## config.mk

```make
export PLATFORM = sky130hd
export DESIGN_NAME = parking_lot_controller
export DESIGN_NICKNAME = d
export VERILOG_FILES = /design/src/rtl/parking_lot_controller.sv
export SDC_FILE = /design/constraint.sdc
export NUM_CORES = 1
export LEC_CHECK = 0
export CORE_MARGIN = 1
export CORE_UTILIZATION = 46
export CTS_CLUSTER_SIZE = 24
export DETAILED_ROUTE_END_ITERATION = 8
export GPL_TIMING_DRIVEN = 0
export HOLD_SLACK_MARGIN = 0.12
export PLACE_DENSITY = 0.78
export RECOVER_POWER = 25
export SETUP_SLACK_MARGIN = 0.05
export SLEW_MARGIN = 5
export SYNTH_ARGS = -nofsm -noshare
export SYNTH_HDL_FRONTEND = slang
export SYNTH_SLANG_ARGS = --single-unit
```

## constraint.sdc

```tcl
create_clock -name clk -period 1.8 [get_ports clk]
set_input_delay 0.18 -clock clk [delete_from_list [all_inputs] [get_ports clk]]
set_output_delay 0.18 -clock clk [all_outputs]
set_load 0.05 [all_outputs]
```

## src/rtl/parking_lot_controller.sv

```systemverilog
// N-spot parking manager: occupancy bitmap, lowest-free allocation, timed gate.
// Optional PARK_STATS_EN adds saturating total_entries/total_rejects counters.
module parking_lot_controller #(
  parameter int N_SPOTS = 4,
  parameter int DOOR_CYCLES = 8,
  localparam int SPOT_W = $clog2(N_SPOTS),
  localparam int CNT_W = $clog2(N_SPOTS + 1),
  localparam int TMR_W = (DOOR_CYCLES > 1) ? $clog2(DOOR_CYCLES) : 1
) (
  input  logic               clk,
  input  logic               reset,
  input  logic               entry_req,
  input  logic               exit_req,
  input  logic [SPOT_W-1:0]  exit_spot,
  output logic               entry_ack,
  output logic               entry_rej,
  output logic               exit_ack,
  output logic               exit_rej,
  output logic [SPOT_W-1:0]  assigned_spot,
  output logic [SPOT_W-1:0]  best_position,
  output logic [N_SPOTS-1:0] parking_spots,
  output logic [CNT_W-1:0]   capacity,
  output logic               full_led,
  output logic               door_open
`ifdef PARK_STATS_EN
  ,
  output logic [15:0]        total_entries,
  output logic [15:0]        total_rejects
`endif
);

  typedef enum logic {IDLE, DOOR} state_t;

  state_t           state;
  logic [TMR_W-1:0] timer;
  logic             in_range;
  logic             exit_hit;

  assign in_range = (32'(exit_spot) < 32'(N_SPOTS));
  assign exit_hit = in_range && parking_spots[exit_spot];
  assign full_led = (capacity == '0);

  // Lowest-index free spot; 0 when every spot is taken.
  always_comb begin
    best_position = '0;
    for (int i = N_SPOTS - 1; i >= 0; i--) begin
      if (!parking_spots[i]) best_position = SPOT_W'(i);
    end
  end

  // Request arbitration, occupancy bookkeeping and door timer.
  always_ff @(posedge clk or negedge reset) begin
    if (!reset) begin
      state         <= IDLE;
      timer         <= '0;
      parking_spots <= '0;
      capacity      <= CNT_W'(N_SPOTS);
      assigned_spot <= '0;
      door_open     <= 1'b0;
      entry_ack     <= 1'b0;
      entry_rej     <= 1'b0;
      exit_ack      <= 1'b0;
      exit_rej      <= 1'b0;
    end else begin
      entry_ack <= 1'b0;
      entry_rej <= 1'b0;
      exit_ack  <= 1'b0;
      exit_rej  <= 1'b0;
      unique case (state)
        IDLE: begin
          if (exit_req) begin
            if (exit_hit) begin
              parking_spots[exit_spot] <= 1'b0;
              capacity  <= capacity + CNT_W'(1);
              exit_ack  <= 1'b1;
              door_open <= 1'b1;
              timer     <= TMR_W'(DOOR_CYCLES - 1);
              state     <= DOOR;
            end else begin
              exit_rej <= 1'b1;
            end
          end else if (entry_req) begin
            if (capacity != '0) begin
              parking_spots[best_position] <= 1'b1;
              assigned_spot <= best_position;
              capacity  <= capacity - CNT_W'(1);
              entry_ack <= 1'b1;
              door_open <= 1'b1;
              timer     <= TMR_W'(DOOR_CYCLES - 1);
              state     <= DOOR;
            end else begin
              entry_rej <= 1'b1;
            end
          end
        end
        DOOR: begin
          if (timer == '0) begin
            door_open <= 1'b0;
            state     <= IDLE;
          end else begin
            timer <= timer - TMR_W'(1);
          end
        end
        default: state <= IDLE;
      endcase
    end
  end

`ifdef PARK_STATS_EN
  // Saturating event counters fed by the registered response pulses.
  always_ff @(posedge clk or negedge reset) begin
    if (!reset) begin
      total_entries <= '0;
      total_rejects <= '0;
    end else begin
      if (entry_ack && total_entries != 16'hFFFF)
        total_entries <= total_entries + 16'd1;
      if ((entry_rej || exit_rej) && total_rejects != 16'hFFFF)
        total_rejects <= total_rejects + 16'd1;
    end
  end
`endif

endmodule

```

# Word level (Yosys, flattened, before mapping)
# Index checks and enable logic that the tools add are counted.
[totals]
register_bits = 18
latch_bits = 0
ram_bits = 0
romBits = 0
input_bits = 6
out_inout_bits = 17
word_cells = 86
memories = 0
[op_classes]
n_addsub = 3
multipliers = 0
div = 0
magnitude_cmp = 4
eq_ne = 6
shifts = 0
n_mux = 47
n_bitwise = 5
n_reduce_logical = 11
[ops]
columns = ["operator", "n"]
rows = [
  ["$mux W3", 9],
  ["$mux W1", 24],
  ["$mux W4", 4],
  ["$reduce_and A4 Y1", 4],
  ["$ne A3 B3 Y1 const B", 3],
  ["$mux W2", 4],
  ["$logic_not A3 Y1", 2],
  ["$lt A2 B3 Y1 const B", 2],
  ["$pmux W3 S2", 1],
  ["$sub A3 B1 Y3 const B", 2],
  ["$and A4 B4 Y4", 1],
  ["$demux W1 S2", 2],
  ["$ge A2 B1 Y1 const B", 2],
  ["$ne A2 B1 Y1 const B", 2],
  ["$not A4 Y4", 1],
  ["$or A4 B4 Y4", 1],
  ["$pmux W1 S2", 2],
  ["$reduce_bool A2 Y1", 2],
  ["$add A3 B1 Y3 const B", 1],
  ["$reduce_bool A3 Y1", 1],
  ["$bmux W1 S2", 1],
  ["$logic_and A1 B1 Y1", 2],
  ["$ne A2 B2 Y1 const B", 1],
  ["$not A1 Y1", 2],
]

# Logic depth before layout (Yosys ltp)
[depth]
word_depth = 12
depth_mapped = 6
mapped_depth_nobuf = 6

# Least setup slack after synthesis
# OpenSTA, ideal clock, no wires.
[synth_timing]
path_kind = "register -> register"
start = "register parking_spots[3]"
end = "register assigned_spot[0]"
setup_time_ns = 0.070
arrival_time_ns = 1.929
t_required_ns = 1.730
slack_ns = -0.199
path_stages_with_launch = 4
n_path_buf = 0
period_less_slack_ns = 1.999
path_cell_list = "dfrtp_1 nand2b_1 a21oi_1 mux2_2"
[synth_via]
elab_chain_len = 4
[synth_rtl]
columns = ["item", "line", "source"]
rows = [
  ["start: declaration", "21", "output logic [N_SPOTS-1:0] parking_spots,"],
  ["start signal: assignment", "56", "parking_spots <= '0;"],
  ["start signal: indexed assignment", "73", "parking_spots[exit_spot] <= 1'b0;"],
  ["start signal: indexed assignment", "84", "parking_spots[best_position] <= 1'b1;"],
  ["$mux W2 (4 in series)", "47", "if (!parking_spots[i]) best_position = SPOT_W'(i);"],
  ["named net best_position[0]", "20", "output logic [SPOT_W-1:0] best_position,"],
  ["end signal: assignment", "85", "assigned_spot <= best_position;"],
  ["end: declaration", "19", "output logic [SPOT_W-1:0] assigned_spot,"],
]
# The timed path passes the listed nets, and every way through them passes these cells.
# A chain may end at the register's enable or synchronous reset.

# Worst setup path in the final report
[layout_timing]
start = "register parking_spots[3]"
end = "output parking_spots[3]"
# No word-level cell between the ends.

==> impl_metrics.toml <==
[run_status]
status = "finished clean"

[cts]
path_clk_slew_ps = 100
tritoncts_clock_tree = "built"
clkLatencyLatePin_ps = 300
clock_tree.htree_level_count = 1
cts.sinks = 18
cts_root_buffer = "clkbuf_4"
cts_made_buffers = 3
cts-root-to-sink-buffers = 2

[die]
die_width_um = 45.07
die_outline_area_um2 = 2031
ios = 23
start_util_pct = 49.42
core_region_area_um2 = 1727
placementRows = 15
die_y_um = 45.07

[sta]
hold_viol_final = 0
tightestPinTransition_ps = 792.0
relSlewSlack_pct = 47.02
grt_setup_unrepaired = "true"
timing.final.setup_violations = 0
fin_crit_ps = 1706
max_clock_freq_mhz = 586.1
hold_slack_ps = 352.9
min_period_over_period_pct = 94.78
final_number_of_max_transition_violations = 0
finalClockSkew_ps = 3.195

[grt]
met1_track_demand_over_resource_pct = 23.92
pin_count_of_the_biggest_net_entering_global_routing = 19
grtUsageMet2_pct = 30.14
grt_pass1_vias = 631
antenna_found_initial = 0
grt.busiest_layer = "met2"
grt_util_overall_pct = 18.59
gr-total-overflow = 0
grt_pass1_wl_um = 2663
global_route.usage.met3_pct = 2.400

[critical_path]
cp.arrival_ps = 1530
critical_path_class = "flop to primary output"
worst_r2r_startpoint = "parking_spots[3]"
path_buf_inv = 1
crit_path_cell_trace = "clkdlybuf4s50_1"
critical_path.top_delay_family = "buffers and inverters"
slowest_delay_ps = 810
r2r_setup_slack_ps = 100
reg2reg_to = "capacity[1]"
cp-start-kind = "flop"
cp_endpoint_kind = "primary output"
worst-r2r-cell-count = 3
critical-path-slowest-cell = "clkdlybuf4s50_1"
critical_path.max_fanout = 6
required_worst_endpoint_ps = 1620

[place]
placedCellCount = 127
gp_congestion = 0.7790
place.port_buffers = 22
dp.final_hpwl_um = 1175

[logic_synthesis]
cells_after_synth = 80
synth.cell_area_um2 = 853.3
synth_nets = 89
synth.lib_cells_used.distinct = 29
ys_warn_count = 0
ys_ff_latch = 18
post_synth.cell_area_avg_um2 = 10.67
synth_seq_area_share_pct = 52.93

[pwr]
pwr_density_cell_nw_per_um2 = 594.8
ir_worst_vdd_v = 0.0004253
power.combinational.fraction_pct = 6.7
cellInternalPower_uw = 546.6
power_frac_seq_pct = 58.0
power.leakage_nw = 0.5577
p_switching_uw = 155.2
p_sw_share_pct = 22.12
clock_power_share_pct = 35.4

[layout]
area_growth_pct = 38.27
design.final.nets = 119
final_cell_count_no_fill = 134
layout.filler_cells = 146
post_route_cells_drive_above_1_share_pct = 22.02
insertedDiodeCount = 0

[routing]
viasPerCell = 5.082
ant_nets = 0
detail_route.iter0.violations = 12
detail_route.first_pass.iterations = 4
drc = 0
postRouteWirelength_um = 1615
vias = 681
avgRoutedWirePerCell_um = 12.05

[min_path]
timing.hold.worst_endpoint = "parking_spots[0]"
hp-start = "exit_spot[0]"
hold_removal_path_class = "input pin to flop"
timing.hold.worst_path_depth = 3

[flow_run]
max-cap-violations = 0
[metrics by stage]
stage          worst slack [ps]  TNS [ps]  instance area [µm²]  power [mW]  util [%]
2_1_floorplan             27.53         0                864.6      0.4336         -
3_5_place_dp             -312.7     -1295                 1116      0.4636     64.64
4_1_cts                   73.18         0                 1170      0.7120     67.75
5_1_grt                   44.67         0                 1180      0.7310     68.33
3_3_place_gp             -284.2     -1106                 1116      0.4629     64.64
6_report                  93.93         0                 1180      0.7018     68.33
[cells in the mapped netlist]
master | n | area [µm²]
dfrtp_1 | 17 | 425.4
and2_1 | 1 | 6.260
a21oi_1 | 5 | 25.02
nand2b_1 | 3 | 18.77
nor3b_1 | 2 | 15.01
nor2b_1 | 1 | 6.260
or3_1 | 1 | 6.260
inv_2 | 1 | 3.750
fa_1 | 1 | 20.02
nand2_1 | 12 | 45.04
and3_1 | 1 | 6.260
nand3b_1 | 1 | 7.510
a31oi_1 | 1 | 6.260
mux2_1 | 1 | 11.26
dfstp_2 | 1 | 26.28
o211ai_1 | 1 | 7.510
o21ai_0 | 6 | 30.03
inv_1 | 8 | 30.03
nand4_1 | 1 | 6.260
mux4_2 | 1 | 22.52
a211o_1 | 1 | 8.760
a32oi_4 | 1 | 27.53
ha_1 | 2 | 25.02
o31ai_1 | 1 | 7.510
nor2_1 | 2 | 7.510
mux2_2 | 1 | 11.26
xnor2_1 | 2 | 17.52
nand3_1 | 3 | 15.01
a22oi_1 | 1 | 7.510
[flip-flops by register name (all words and copies together), names as in the netlist]
| signal | count |
|---|---|
| assigned_spot | 2 |
| timer | 3 |
| door_open | 1 |
| parking_spots | 4 |
| exit_ack | 1 |
| entry_rej | 1 |
| state | 1 |
| entry_ack | 1 |
| exit_rej | 1 |
| capacity | 3 |
[tightest hold or removal path, delay by kind of cell]
family	cells	cell delay (ps)
buffers and inverters	1	290
AOI/OAI and AO/OA	1	100
and+or+nand+nor	1	50
[cells by family after synthesis]
family / Yosys count / share of synthesized area (%)
xor gates and xnor gates: 2 / 2.053
muxes: 3 / 5.278
AOI/OAI and AO/OA: 17 / 14.08
DFF: 18 / 52.93
buffers and inverters: 9 / 3.959
adders and majority gates: 3 / 5.278
and+or+nand+nor: 28 / 16.42
[timing repair]
item / CTS / global route
hold buffers: 0 / 0
resized for setup: 12 / 6
setup endpoints to repair: 5 / 5
buffers inserted: 3 / 0
pin swaps: 1 / 1
[how the worst max path moves through the flow]
stage	from	end	depth (start not counted)
3_3_place_gp	exit_spot[0]	capacity[1]	4
2_1_floorplan	parking_spots[3]	capacity[1]	3
3_5_place_dp	exit_spot[0]	capacity[1]	4
5_1_grt	capacity[0]	capacity[0]	1
4_1_cts	parking_spots[1]	parking_spots[1]	1
6_report	parking_spots[3]	parking_spots[3]	1
[placed cells by master, fill, tap and decap left out, types with 3 or more instances in the layout]
master and count:
clkdlybuf4s50_1 14, nand2_1 12, dfrtp_1 11, inv_1 8, o21ai_0 6, dfrtp_2 6, a21oi_1 4, buf_4 4
nand2b_1 3, nand3_1 3, clkbuf_4 3
[routing by layer]
layer,vias up,routed length [µm]
li1,329,-
met1,328,704
met2,19,799
met3,5,68
met4,0,43
met5,-,0
[power groups by stage]
| stage | sequential (mW) | combinational, mW | clock, mW |
|---|---|---|---|
| after floorplan | 0.423 | 0.0103 | 0 |
| after global placement | 0.415 | 0.0482 | 0 |
| after detailed placement | 0.415 | 0.0487 | 0 |
| after CTS | 0.407 | 0.0483 | 0.257 |
| after global routing | 0.407 | 0.0521 | 0.272 |
| final | 0.407 | 0.0467 | 0.248 |
[layout make-up]
| type | instances | area, µm² | area share [%] |
|---|---|---|---|
| tap | 25 | 31.28 | 2.651 |
| inverter | 9 | 33.78 | 2.863 |
| timing repair buffer | 25 | 239.0 | 20.25 |
| multi-input combinational | 53 | 380.4 | 32.24 |
| clock buffer | 4 | 36.28 | 3.075 |
| sequential | 18 | 459.2 | 38.92 |
Note: power is estimated with default switching activity, not from simulation.
